### src/rtl/seg_scan_display.sv
// Time-multiplexed, active-low 7-segment hex display driver with blink on the pending operand digit.
// Optional LEADING_ZERO_BLANK_EN blanks leading zero digits above digit 0.
module seg_scan_display #(
  parameter int unsigned N            = 8,
  parameter int unsigned CLK_DIV      = 100000,
  parameter int unsigned BLINK_FRAMES = 25
) (
  input  logic           clk,
  input  logic           rst,
  input  logic [4*N-1:0] values_flat,
  input  logic           sel_valid,
  input  logic [3:0]     sel_index,
  output logic [N-1:0]   an,
  output logic [6:0]     seg,
  output logic           dp
);

  localparam int unsigned PW = $clog2(CLK_DIV);
  localparam int unsigned DW = (N > 1) ? $clog2(N) : 1;
  localparam int unsigned FW = (BLINK_FRAMES > 1) ? $clog2(BLINK_FRAMES) : 1;

  logic [PW-1:0] r_presc;
  logic [DW-1:0] r_digit;
  logic [FW-1:0] r_frame;
  logic          r_blink;
  logic [N-1:0]  r_an;
  logic [6:0]    r_seg;

  logic          w_presc_tc;
  logic          w_digit_tc;
  logic          w_frame_tc;
  logic [3:0]    w_val;
  logic [6:0]    w_seg_dec;
  logic [6:0]    w_seg_nx;
  logic [N-1:0]  w_an_nx;
  logic          w_hide;

  assign w_presc_tc = (r_presc == PW'(CLK_DIV - 1));
  assign w_digit_tc = (r_digit == DW'(N - 1));
  assign w_frame_tc = (r_frame == FW'(BLINK_FRAMES - 1));
  assign w_val      = values_flat[{r_digit, 2'b00} +: 4];

  // Hex decode, segments {g,f,e,d,c,b,a}, active-low
  always_comb begin
    w_seg_dec = 7'h7F;
    case (w_val)
      4'h0: w_seg_dec = 7'b1000000;
      4'h1: w_seg_dec = 7'b1111001;
      4'h2: w_seg_dec = 7'b0100100;
      4'h3: w_seg_dec = 7'b0110000;
      4'h4: w_seg_dec = 7'b0011001;
      4'h5: w_seg_dec = 7'b0010010;
      4'h6: w_seg_dec = 7'b0000010;
      4'h7: w_seg_dec = 7'b1111000;
      4'h8: w_seg_dec = 7'b0000000;
      4'h9: w_seg_dec = 7'b0010000;
      4'hA: w_seg_dec = 7'b0001000;
      4'hB: w_seg_dec = 7'b0000011;
      4'hC: w_seg_dec = 7'b1000110;
      4'hD: w_seg_dec = 7'b0100001;
      4'hE: w_seg_dec = 7'b0000110;
      4'hF: w_seg_dec = 7'b0001110;
      default: w_seg_dec = 7'h7F;
    endcase
  end

`ifdef LEADING_ZERO_BLANK_EN
  logic w_hi_zero;

  // Blank when this digit and every higher-index digit are zero
  always_comb begin
    w_hi_zero = 1'b1;
    for (int k = 0; k < int'(N); k++) begin
      if (k >= int'(r_digit) && values_flat[4*k +: 4] != 4'h0) w_hi_zero = 1'b0;
    end
    w_seg_nx = (r_digit != '0 && w_hi_zero) ? 7'h7F : w_seg_dec;
  end
`else
  assign w_seg_nx = w_seg_dec;
`endif

  // Indices >= N never equal the digit counter, so they never blink
  assign w_hide  = sel_valid && r_blink && (sel_index == 4'(r_digit));
  assign w_an_nx = w_hide ? '1 : ~(N'(1) << r_digit);

  always_ff @(posedge clk or posedge rst) begin
    if (rst) begin
      r_presc <= '0;
      r_digit <= '0;
      r_frame <= '0;
      r_blink <= 1'b0;
      r_an    <= '1;
      r_seg   <= 7'h7F;
    end else begin
      r_an  <= w_an_nx;
      r_seg <= w_seg_nx;
      if (w_presc_tc) begin
        r_presc <= '0;
        if (w_digit_tc) begin
          r_digit <= '0;
          if (w_frame_tc) begin
            r_frame <= '0;
            r_blink <= ~r_blink;
          end else begin
            r_frame <= r_frame + FW'(1);
          end
        end else begin
          r_digit <= r_digit + DW'(1);
        end
      end else begin
        r_presc <= r_presc + PW'(1);
      end
    end
  end

  assign an  = r_an;
  assign seg = r_seg;
  assign dp  = 1'b1;

endmodule
### config.mk
export PLATFORM = sky130hd
export DESIGN_NAME = seg_scan_display
export DESIGN_NICKNAME = d
export VERILOG_FILES = /design/src/rtl/seg_scan_display.sv
export SDC_FILE = /design/constraint.sdc
export NUM_CORES = 1
export LEC_CHECK = 0
export ABC_AREA = 1
export BUFFER_PORTS_ARGS = -buffer_cell sky130_fd_sc_hd__buf_4
export CORE_MARGIN = 2
export CORE_UTILIZATION = 42
export DETAILED_ROUTE_END_ITERATION = 10
export PLACE_DENSITY = 0.61
export SYNTH_ARGS = -nofsm -noshare
export SYNTH_HDL_FRONTEND = slang
export SYNTH_SLANG_ARGS = --single-unit
### constraint.sdc
create_clock -name clk -period 1.9 [get_ports clk]
set_input_delay 0.095 -clock clk [delete_from_list [all_inputs] [get_ports clk]]
set_output_delay 0.095 -clock clk [all_outputs]
set_load 0.1 [all_outputs]
**Word level (Yosys, flattened, before mapping)**

Memories as Yosys holds them, arrays and structs flattened. A register that Yosys moved wholly into a read port is not among the register bits.
Index checks and enable logic that the tools add are counted.

- Register bits after elaboration: 34
- ROM bits: 112
- Bits of input ports: 39
- Output and inout bits: 16
- Logic and storage cells: 25
- Memories kept: 1

- Add/sub/neg operators: 3
- Equal/unequal tests: 4
- Shift operators: 2
- Muxes and demuxes: 4
- Bitwise gates (word level): 2
- Reductions and logical operators: 4

Memory list:

| name | depth | bits a word | read ports | clocked after Yosys merged registers in | write ports | RTL line | RTL |
|---|---|---|---|---|---|---|---|
| (no name shown) | 16 | 7 | 1 | 1 | 0 | 46 | `case (w_val)` |

Operators by type and width:

| cell | count |
|---|---|
| 32-bit by 6-bit variable part select with 4-bit output | 1 |
| 17-bit by 1-bit adder with 17-bit output, second input constant | 1 |
| 17-bit equality test, second input constant | 1 |
| 17-bit two-way mux | 1 |
| 8-bit two-way mux | 1 |
| 8-bit NOT | 1 |
| 1-bit by 3-bit << shifter with 8-bit output, first input constant | 1 |
| 5-bit by 1-bit adder with 5-bit output, second input constant | 1 |
| 5-bit equality test, second input constant | 1 |
| 5-bit two-way mux | 1 |
| 4-bit by 3-bit equality test with 1-bit output | 1 |
| 3-bit by 1-bit adder with 3-bit output, second input constant | 1 |
| 3-bit equality test, second input constant | 1 |
| 3-bit two-way mux | 1 |
| 3-bit AND reduction | 1 |
| 1-bit logical AND | 2 |
| 2-bit AND reduction | 1 |
| 1-bit NOT | 1 |

**Logic depth before layout (Yosys ltp)**

Gate-level depths: netlist of the first run.

- Depth in word-level cells: 3
- Gate-level depth with buffers: 13
- Mapped depth without buffers: 12

**Worst setup path after synthesis of the first run**

No wires, ideal clock.

- Path kind: reg2reg
- Start: reg r_digit[0]
- End: reg r_seg[5], in the netlist seg[5]
- Library setup time: 0.076 ns
- Arrival time: 1.485 ns
- Data required time: 1.824 ns
- Slack: 0.340 ns
- Cell stages (with the launch flop): 13
- Buffers on the path: 1
- Clock period less this slack: 1.560 ns
- Cell sequence: dfrtp_1 -> inv_2 -> buf_6 -> nand2_1 -> nand3_1 -> nand3_1 -> nand2_2 -> inv_1 -> ha_1 -> nand3_1 -> nand2_1 -> nand2_1 -> nand2_1

- Word-level cells in the longest chain between the ends: 1

RTL lines:

| element | RTL line | RTL |
|---|---|---|
| from (decl) | 23 | `logic [DW-1:0] r_digit;` |
| from (signal assigned) | 108 | `r_digit <= r_digit + DW'(1);` |
| 32-bit by 6-bit variable part select with 4-bit output | 41 | `assign w_val = values_flat[{r_digit, 2'b00} +: 4];` |
| to (decl) | 27 | `logic [6:0] r_seg;` |

Every way passes these cells.
A chain may end at the register's enable or synchronous reset.

**Worst setup path in the final report of the first run**

- Start: reg r_digit[0]
- End: reg r_seg[3], in the netlist seg[3]

The elaborated chain is that of the path after synthesis.

==> impl_metrics.ini, run 1 <==
[global_routing]
grt-ovfl-total = 0
groute.usage.overall = 0.176
grt_max_degree = 42
grt_pass1_wl_mm = 10.3
antenna_found_initial = 0
grt_pass1_vias = 2255

[floorplan]
die_w_um = 84.7
core_area_sq_mm = 0.00631
num_rows = 29
die-area_sq_mm = 0.00717
die_h_um = 84.7
io_pins = 55
floorplan.initialDensity = 0.433

[cts]
clock_tree.root_cell = clkbuf_8
cts-hold-fix-buffers = 1
clkTransAtPathRegs_ps = 80
postCtsSetupBuffers = 0
cts_buffer_depth = 2
cts-buffers-inserted = 5
clock-sinks = 41
h-tree-depth = 2
post_cts_resized = 0
cts_tree = yes
clkLatencyLatePin_ps = 300

[yosys]
synth_ff_type = dfrtp_1
synth_most_common_cell = nand2_1
synth_common_cells = 103 x nand2_1, 53 x inv_1, 38 x nand3_1
synth_top_area_frac = 0.238
synth_cell_types = 32
synth_seq_cells = 41
synthArstFlopShare = 1.00
synth_area_per_cell_sq_um = 7.55
synthesis.nets = 415
netlist_area_sq_mm = 0.00273
yosysSeqAreaShare = 0.382
syn_inst = 362
ys_warn_count = 0
synth_edf_count = 0
post-synth-top-area-cell = dfrtp_1
synth_area_leaders = dfrtp_1 24%, dfstp_2 14%, nand2_1 14%, inv_1 7.3%, nand3_1 7.0%

[critical_path]
startpoint = r_digit[0]$_DFFE_PP0N_
cp-end-kind = register
r2r_cells = 11
r2r_start = r_digit[0]$_DFFE_PP0N_
critPathRequiredTime_ps = 2130
arrival_ps = 1930
critPathMaxFanout = 21
start_kind = register
path_class = register to register

[route]
detail-route-antenna-nets = 0
drt_iter0_drc = 194
drcViolationCount = 0
viasPerCell = 4.90
wl_per_cell_um = 12.1
firstDrtPassIters = 4
vias = 2441
wl_mm = 6.04

[run]
drv_cap = 0

[cells_and_area]
diodes = 0
regArea_sq_mm = 0.00104
fin_util = 0.521
fillers = 631
drive_above_1_share = 0.268
nets = 473
area_growth_pct = 20.3
multi_input_area_sq_mm = 0.00138

[sta]
hold_viol_final = 0
tightest_slew_ps = 523
fin_tns_setup_ps = 0
finalCritPeriodShare = 0.898
period_needed_ps = 1710
rsz0062_at_grt = no
slew_viol_final = 0
clock_skew_ps = 7.85
max_slew_margin = 0.652
fmax_mhz = 586
setup_viol = 0

[min_path]
hp-start = sel_index[3]
hold_depth = 5
hold_path_class = input port to register

[pwr]
power_density_mw_per_mm2 = 541
total_leakage_power_uw = 0.00170
peakVddDrop_mv = 0.302

[placement]
dp_hpwl_mm = 4.56
io_buffers = 53
gp_congestion = 0.938

[status]
status = complete, no violations
==> critical path, cell delays in order (launching register included) <==
cell	delay, ps
dfrtp_1	360
buf_4	250
nand2_1	80
nand3_1	90
nand3_1	80
nand2_2	150
inv_1	80
ha_1	230
nand3_1	130
nand2_1	80
nand2_1	50
nand2_1	50
==> worst paths after layout <==
path,endpoint,slack (ps)
max,seg[3]$_DFF_PP1_,190
min,an[3]$_DFF_PP1_,150
max reg2reg,seg[3]$_DFF_PP1_,190
min reg2reg,r_presc[0]$_DFF_PP0_,480
max in group asynchronous,an[6]$_DFF_PP1_,1050
min in group asynchronous,r_presc[2]$_DFF_PP0_,480
==> flip-flops by register name, summed over array words and instances, names as in the netlist <==
name	flops
r_blink	1
seg	7
r_frame	5
an	8
r_presc	17
r_digit	3
==> per-layer routing <==
metal	global-route usage	vias up	routed length [um]
li1	-	1245	-
met1	0.254	1121	2890
met2	0.268	69	2700
met3	0.0334	6	378
met4	0.0563	0	77
met5	0	-	0
==> final cells by class <==
| cell class | instances | area share |
|---|---|---|
| flip-flops and latches | 41 | 0.318 |
| repair buffers | 59 | 0.135 |
| inverters | 62 | 0.0719 |
| clock buffers | 6 | 0.0221 |
| clock inverters | 2 | 0.00456 |
| multi-input cells | 251 | 0.419 |
| well taps | 77 | 0.0293 |
==> cells by family (layout without fill, tap and decap cells) <==
logic type	count (synthesis)	in the layout	synth area share
AND/OR/NAND/NOR	203	203	0.361
buffers and inverters	70	129	0.114
flip-flops	41	41	0.382
AO/OA/AOI/OAI	23	23	0.0458
adder cells (fa/ha/maj)	14	14	0.0641
XOR/XNOR	10	10	0.0320
other	1	1	0.00137
==> power breakdown <==
part,internal [uW],switching (uW)
Combinational,102,194
Clock,259,325
Sequential,894,3.09
==> through the flow <==
stage / hold slack [ps] / cell area (sq um) / setup slack (ps) / cells / power [uW]
4_1_cts: 154 / 3290 / 207 / 498 / 1810
2_1_floorplan: 314 / 2730 / 340 / 362 / 1110
3_5_place_dp: 271 / 3190 / 231 / 489 / 1210
5_1_grt: 176 / 3290 / 39.8 / 498 / 1870
6_report: 152 / 3290 / 194 / 498 / 1780
3_3_place_gp: 265 / 3190 / 285 / 489 / 1210
==> cell usage in the layout (no fill, tap or decap), types with 2 or more instances in the layout <==
cell,n
nor2_1,22
nor2_2,2
ha_1,14
nand3_1,38
clkbuf_8,5
o21ai_1,3
nand4_1,8
dfrtp_1,26
o21ai_2,2
a21oi_1,4
inv_1,53
inv_2,7
nor3_2,4
o21ai_0,13
nand2_2,4
xnor2_1,3
nand3_2,5
dfstp_2,15
nand3b_1,5
nor3_1,4
nor2_4,4
nand2_4,2
nand2_1,103
clkinvlp_4,2
xor2_1,7
buf_4,58
(Power assumes the default switching activity.)
==> inputs of run 2 (changes only) <==
BUFFER_PORTS_ARGS = unset   (was -buffer_cell sky130_fd_sc_hd__buf_4)
CTS_CLUSTER_DIAMETER = 80   (was unset)
DONT_BUFFER_PORTS = 1   (was unset)
PLACE_DENSITY = 0.53   (was 0.61)
==> run 2 against run 1 <==
Against the previous run: final area shrank 12%; cell count decreased by 10%; sequential cell count unchanged; sequential share of layout area rose by 4.3 points; wire length fell by 8.0%; fmax is 0.84% lower; first-iteration DRC count is 35% lower; die area stayed put; sequential power increased by 11%; combinational power decreased by 59%; non-clock buffer count is 52 lower; critical path depth stayed put.
==> impl_metrics.ini, run 2 (synthesis gave the netlist of run 1 again) <==
[floorplan]
die-area_sq_mm = 0.00717
die_w_um = 84.7
floorplan.initialDensity = 0.433
die_h_um = 84.7
io_pins = 55
core_area_sq_mm = 0.00631
num_rows = 29

[route]
drcViolationCount = 0
vias = 2187
drt_iter0_drc = 126
detail-route-antenna-nets = 0
wl_per_cell_um = 12.5
wl_mm = 5.56
viasPerCell = 4.90
firstDrtPassIters = 5

[pwr]
p_switching_uw = 508
pwr-share-clk = 0.343
pwr-share-seq = 0.586
sw_frac_of_total = 0.298
power_density_mw_per_mm2 = 587
combPwrFrac = 0.071
internal_power_uw = 1200
total_leakage_power_uw = 0.00145
peakVddDrop_mv = 0.343

[global_routing]
grt-ovfl-total = 0
antenna_found_initial = 0
grt_max_degree = 42
groute.usage.overall = 0.164
grt_pass1_wl_mm = 9.32
grt_pass1_vias = 1996

[critical_path]
critPathMaxFanout = 11
cp.buffers_inverters = 2
crit_top_cell = nand2_1
critPathRequiredTime_ps = 2130
start_kind = register
arrival_ps = 1950
path_class = register to register
path_delay_family = simple AND/OR/NAND/NOR gates
cpMaxStageDelayCell = dfrtp_2
cp-end-kind = register
max_stage_delay_ps = 450
path_cells = inv_2 -> nand2_1 -> nand3_1 -> nand3_1 -> nand2_2 -> inv_1 -> ha_1 -> nand3_1 -> nand2_1 -> nand2_1 -> nand2_1

[cells_and_area]
nets = 421
finish.instance_area_sq_mm = 0.00290
regMostFlops = r_presc
fin_cells = 446
layout.cells.most_common_list = 103 x nand2_1, 53 x inv_1, 38 x nand3_1
largest_register_ffs = 17
diodes = 0
final_common_cell = nand2_1
drive_above_1_share = 0.171
fillers = 656
area_growth_pct = 6.13

[cts]
cts_tree = yes
cts_buffer_depth = 2
cts-buffers-inserted = 5
h-tree-depth = 2
clock_tree.root_cell = clkbuf_8
clkLatencyLatePin_ps = 300
clock-sinks = 41
clkTransAtPathRegs_ps = 90

[sta]
finalCritPeriodShare = 0.905
clock_skew_ps = 6.98
hold_viol_final = 0
period_needed_ps = 1720
rsz0062_at_grt = no
max_slew_margin = 0.663
tightest_slew_ps = 505
fmax_mhz = 581
slew_viol_final = 0
setup_viol = 0
fin_tns_setup_ps = 0
timing.final.ws_setup_ps = 180

[min_path]
hold_path_class = input port to register

[placement]
placedInstanceArea_sq_mm = 0.00280
gp_congestion = 0.827
placedCellCount = 437
io_buffers = 0
dp_hpwl_mm = 4.30
place_ws_ps = 169

[status]
status = complete, no violations

[run]
drv_cap = 0
run 2: final timing paths:
kind | start | end | slack, ps | depth (start not counted)
worst max-delay path | r_digit[0]$_DFFE_PP0N_ | seg[3]$_DFF_PP1_ | 180 | 11
worst min-delay path | sel_valid | an[3]$_DFF_PP1_ | 60 | 4
worst max register to register | r_digit[0]$_DFFE_PP0N_ | seg[3]$_DFF_PP1_ | 180 | 11
worst min register to register | r_presc[0]$_DFF_PP0_ | r_presc[0]$_DFF_PP0_ | 470 | 1
max in group asynchronous | rst | r_digit[0]$_DFFE_PP0N_ | 1170 | 3
min in group asynchronous | rst | r_presc[3]$_DFF_PP0_ | 360 | 3
run 2: repair_timing:
item / in CTS / in global routing
gates resized for setup: 0 / 2
setup buffers: 0 / 0
hold buffers: 1 / 0
hold endpoints to repair: 26 / 0
setup endpoints to repair: 0 / 3
run 2: worst reg2reg max path, delay by kind of cell, from the launching register on:
kind / cells / cell delay [ps]
DFF: 1 / 450
and+or+nand+nor: 8 / 710
buffers and inverters: 2 / 260
adders and majority gates: 1 / 220
run 2: power groups by stage:
stage               clock network (uW)  logic, uW  registers (uW)
floorplan                            0       99.0            1010
global placement                     0        120            1010
CTS                                605        123             999
global route                       635        141            1000
finish                             584        121             998
detailed placement                   0        121            1010
run 2: routing by layer:
layer,share of wire,GRT usage,up-vias
met4,0.014,0.0577,0
met2,0.43,0.246,59
li1,-,-,1138
met1,0.51,0.234,984
met5,0,0,-
met3,0.047,0.0334,6
run 2: area by class of cell:
class	instances	area (sq um)	area share
clock buffer	6	72.6	0.0250
inverter	62	236	0.0815
tap	77	96.3	0.0332
timing repair buffer	7	55.1	0.0190
sequential	41	1050	0.361
multi-input combinational	251	1380	0.475
clock inverter	2	15.0	0.00517
run 2: per-stage QoR:
step	total power (uW)	hold WS (ps)	utilization
2_1_floorplan	1110	314	-
3_3_place_gp	1130	150	0.444
3_5_place_dp	1140	152	0.444
4_1_cts	1730	69.6	0.459
5_1_grt	1780	100	0.460
6_report	1700	59.4	0.460
==> inputs of run 3 (changes only) <==
CORE_UTILIZATION = 64   (was 42)
CTS_CLUSTER_DIAMETER = 50   (was 80)
PLACE_DENSITY = 0.89   (was 0.53)
==> run 3 against run 2 <==
Against the previous run: clock power increased by 23%; worst setup slack worse by 2.0 ps; combinational power about the same; worst hold slack lost 1.2 ps; wire length increased by 1.9%; via count increased by 4.0%; critical path depth is the same; cell count down 6.3%; first-iteration DRC count rose by 83%; critical endpoint unchanged; largest power group unchanged.
==> impl_metrics.ini, run 3 (synthesis gave the netlist of run 1 again) <==
[critical_path]
path_class = register to register
start_kind = register
cp-end-kind = register
critPathRequiredTime_ps = 2130
critPathMaxFanout = 21
arrival_ps = 1950

[cts]
clock-sinks = 41
post_cts_resized = 0
cts_tree = yes
clock_tree.root_cell = clkbuf_8
postCtsSetupBuffers = 0
cts-buffers-inserted = 5
cts_buffer_depth = 2
clkLatencyLatePin_ps = 300
h-tree-depth = 2
cts-hold-fix-buffers = 1
clkTransAtPathRegs_ps = 80

[route]
drt_iter0_drc = 230
detail-route-antenna-nets = 0
vias = 2274
drcViolationCount = 0
wl_mm = 5.67
wl_per_cell_um = 13.6
viasPerCell = 5.44
firstDrtPassIters = 4

[sta]
period_needed_ps = 1720
clock_skew_ps = 7.02
rsz0062_at_grt = no
finalCritPeriodShare = 0.906
setup_viol = 0
hold_viol_final = 0
slew_viol_final = 0
fin_tns_setup_ps = 0
fmax_mhz = 581

[floorplan]
num_rows = 23
core_area_sq_mm = 0.00406
io_pins = 55
floorplan.initialDensity = 0.674
die_w_um = 69.4
die_h_um = 69.4
die-area_sq_mm = 0.00481

[cells_and_area]
area_growth_pct = 5.54
fillers = 331
layout.cells.most_common_list = 103 x nand2_1, 53 x inv_1, 38 x nand3_1
multi_input_area_sq_mm = 0.00138
diodes = 0
drive_above_1_share = 0.166
fin_cells = 418
final_common_cell = nand2_1
largest_register_ffs = 17
fin_util = 0.711
regArea_sq_mm = 0.00104
finish.instance_area_sq_mm = 0.00289
regMostFlops = r_presc
nets = 420

[pwr]
finalPower_uw = 1840
power_density_mw_per_mm2 = 637
peakVddDrop_mv = 0.363
total_leakage_power_uw = 0.00147

[run]
drv_cap = 0

[min_path]
hold_path_class = input port to register

[global_routing]
antenna_found_initial = 0
grt_max_degree = 42
grt-ovfl-total = 0
grt_pass1_vias = 2161
grt_pass1_wl_mm = 9.54
groute.usage.overall = 0.247

[placement]
dp_hpwl_mm = 4.16
io_buffers = 0
placedInstanceArea_sq_mm = 0.00276
placedCellCount = 409
gp_congestion = 0.968

[status]
status = complete, no violations
## run 3: changes by cell type in the layout (fill, tap and decap cells not counted)
| cell | delta |
|---|---|
| buf_4 | -1 |
| bufinv_16 | +1 |
| clkbuf_1 | -1 |
| clkinv_4 | +1 |
| clkinvlp_4 | -1 |
| dfrtp_1 | +2 |
| dfrtp_2 | -2 |
## run 3: layer usage
layer / wire (um) / up-vias / global-route usage
li1: - / 1137 / -
met1: 2420 / 1052 / 0.301
met2: 2790 / 71 / 0.412
met3: 291 / 14 / 0.0640
met4: 159 / 0 / 0.105
met5: 0 / - / 0
## run 3: critical path, cell delays in order (launching register included)
cell and delay, ps:
dfrtp_1 360, buf_4 250, nand2_1 80, nand3_1 80, nand3_1 90, nand2_2 150, inv_1 80, ha_1 220
nand3_1 130, nand2_1 80, nand2_1 70, nand2_1 60
## run 3: path summary, 6_finish.rpt
check	start	end	slack [ps]	cells past startpoint
max	r_digit[0]$_DFFE_PP0N_	seg[3]$_DFF_PP1_	180	11
min	sel_valid	an[7]$_DFF_PP1_	60	4
max reg2reg	r_digit[0]$_DFFE_PP0N_	seg[3]$_DFF_PP1_	180	11
min reg2reg	r_presc[0]$_DFF_PP0_	r_presc[0]$_DFF_PP0_	480	1
max in group asynchronous	rst	an[1]$_DFF_PP1_	1190	3
min in group asynchronous	rst	r_presc[3]$_DFF_PP0_	350	3
## run 3: layout make-up
class | instances | share of cell area
multi-input combinational | 251 | 0.478
sequential | 41 | 0.362
inverter | 62 | 0.0820
clock buffer | 5 | 0.0239
tap | 50 | 0.0217
timing repair buffer | 6 | 0.0165
clock inverter | 3 | 0.0160
## run 3: per-stage QoR
stage,hold WS (ps),setup WS (ps)
2_1_floorplan,314,340
3_3_place_gp,134,269
3_5_place_dp,138,198
4_1_cts,52.0,180
5_1_grt,81.6,54.6
6_report,58.1,178
## run 3: power breakdown
group / internal [uW] / switching, uW
clock: 393 / 325
combinational: 38.1 / 82.2
sequential: 898 / 100
total: 1330 / 507
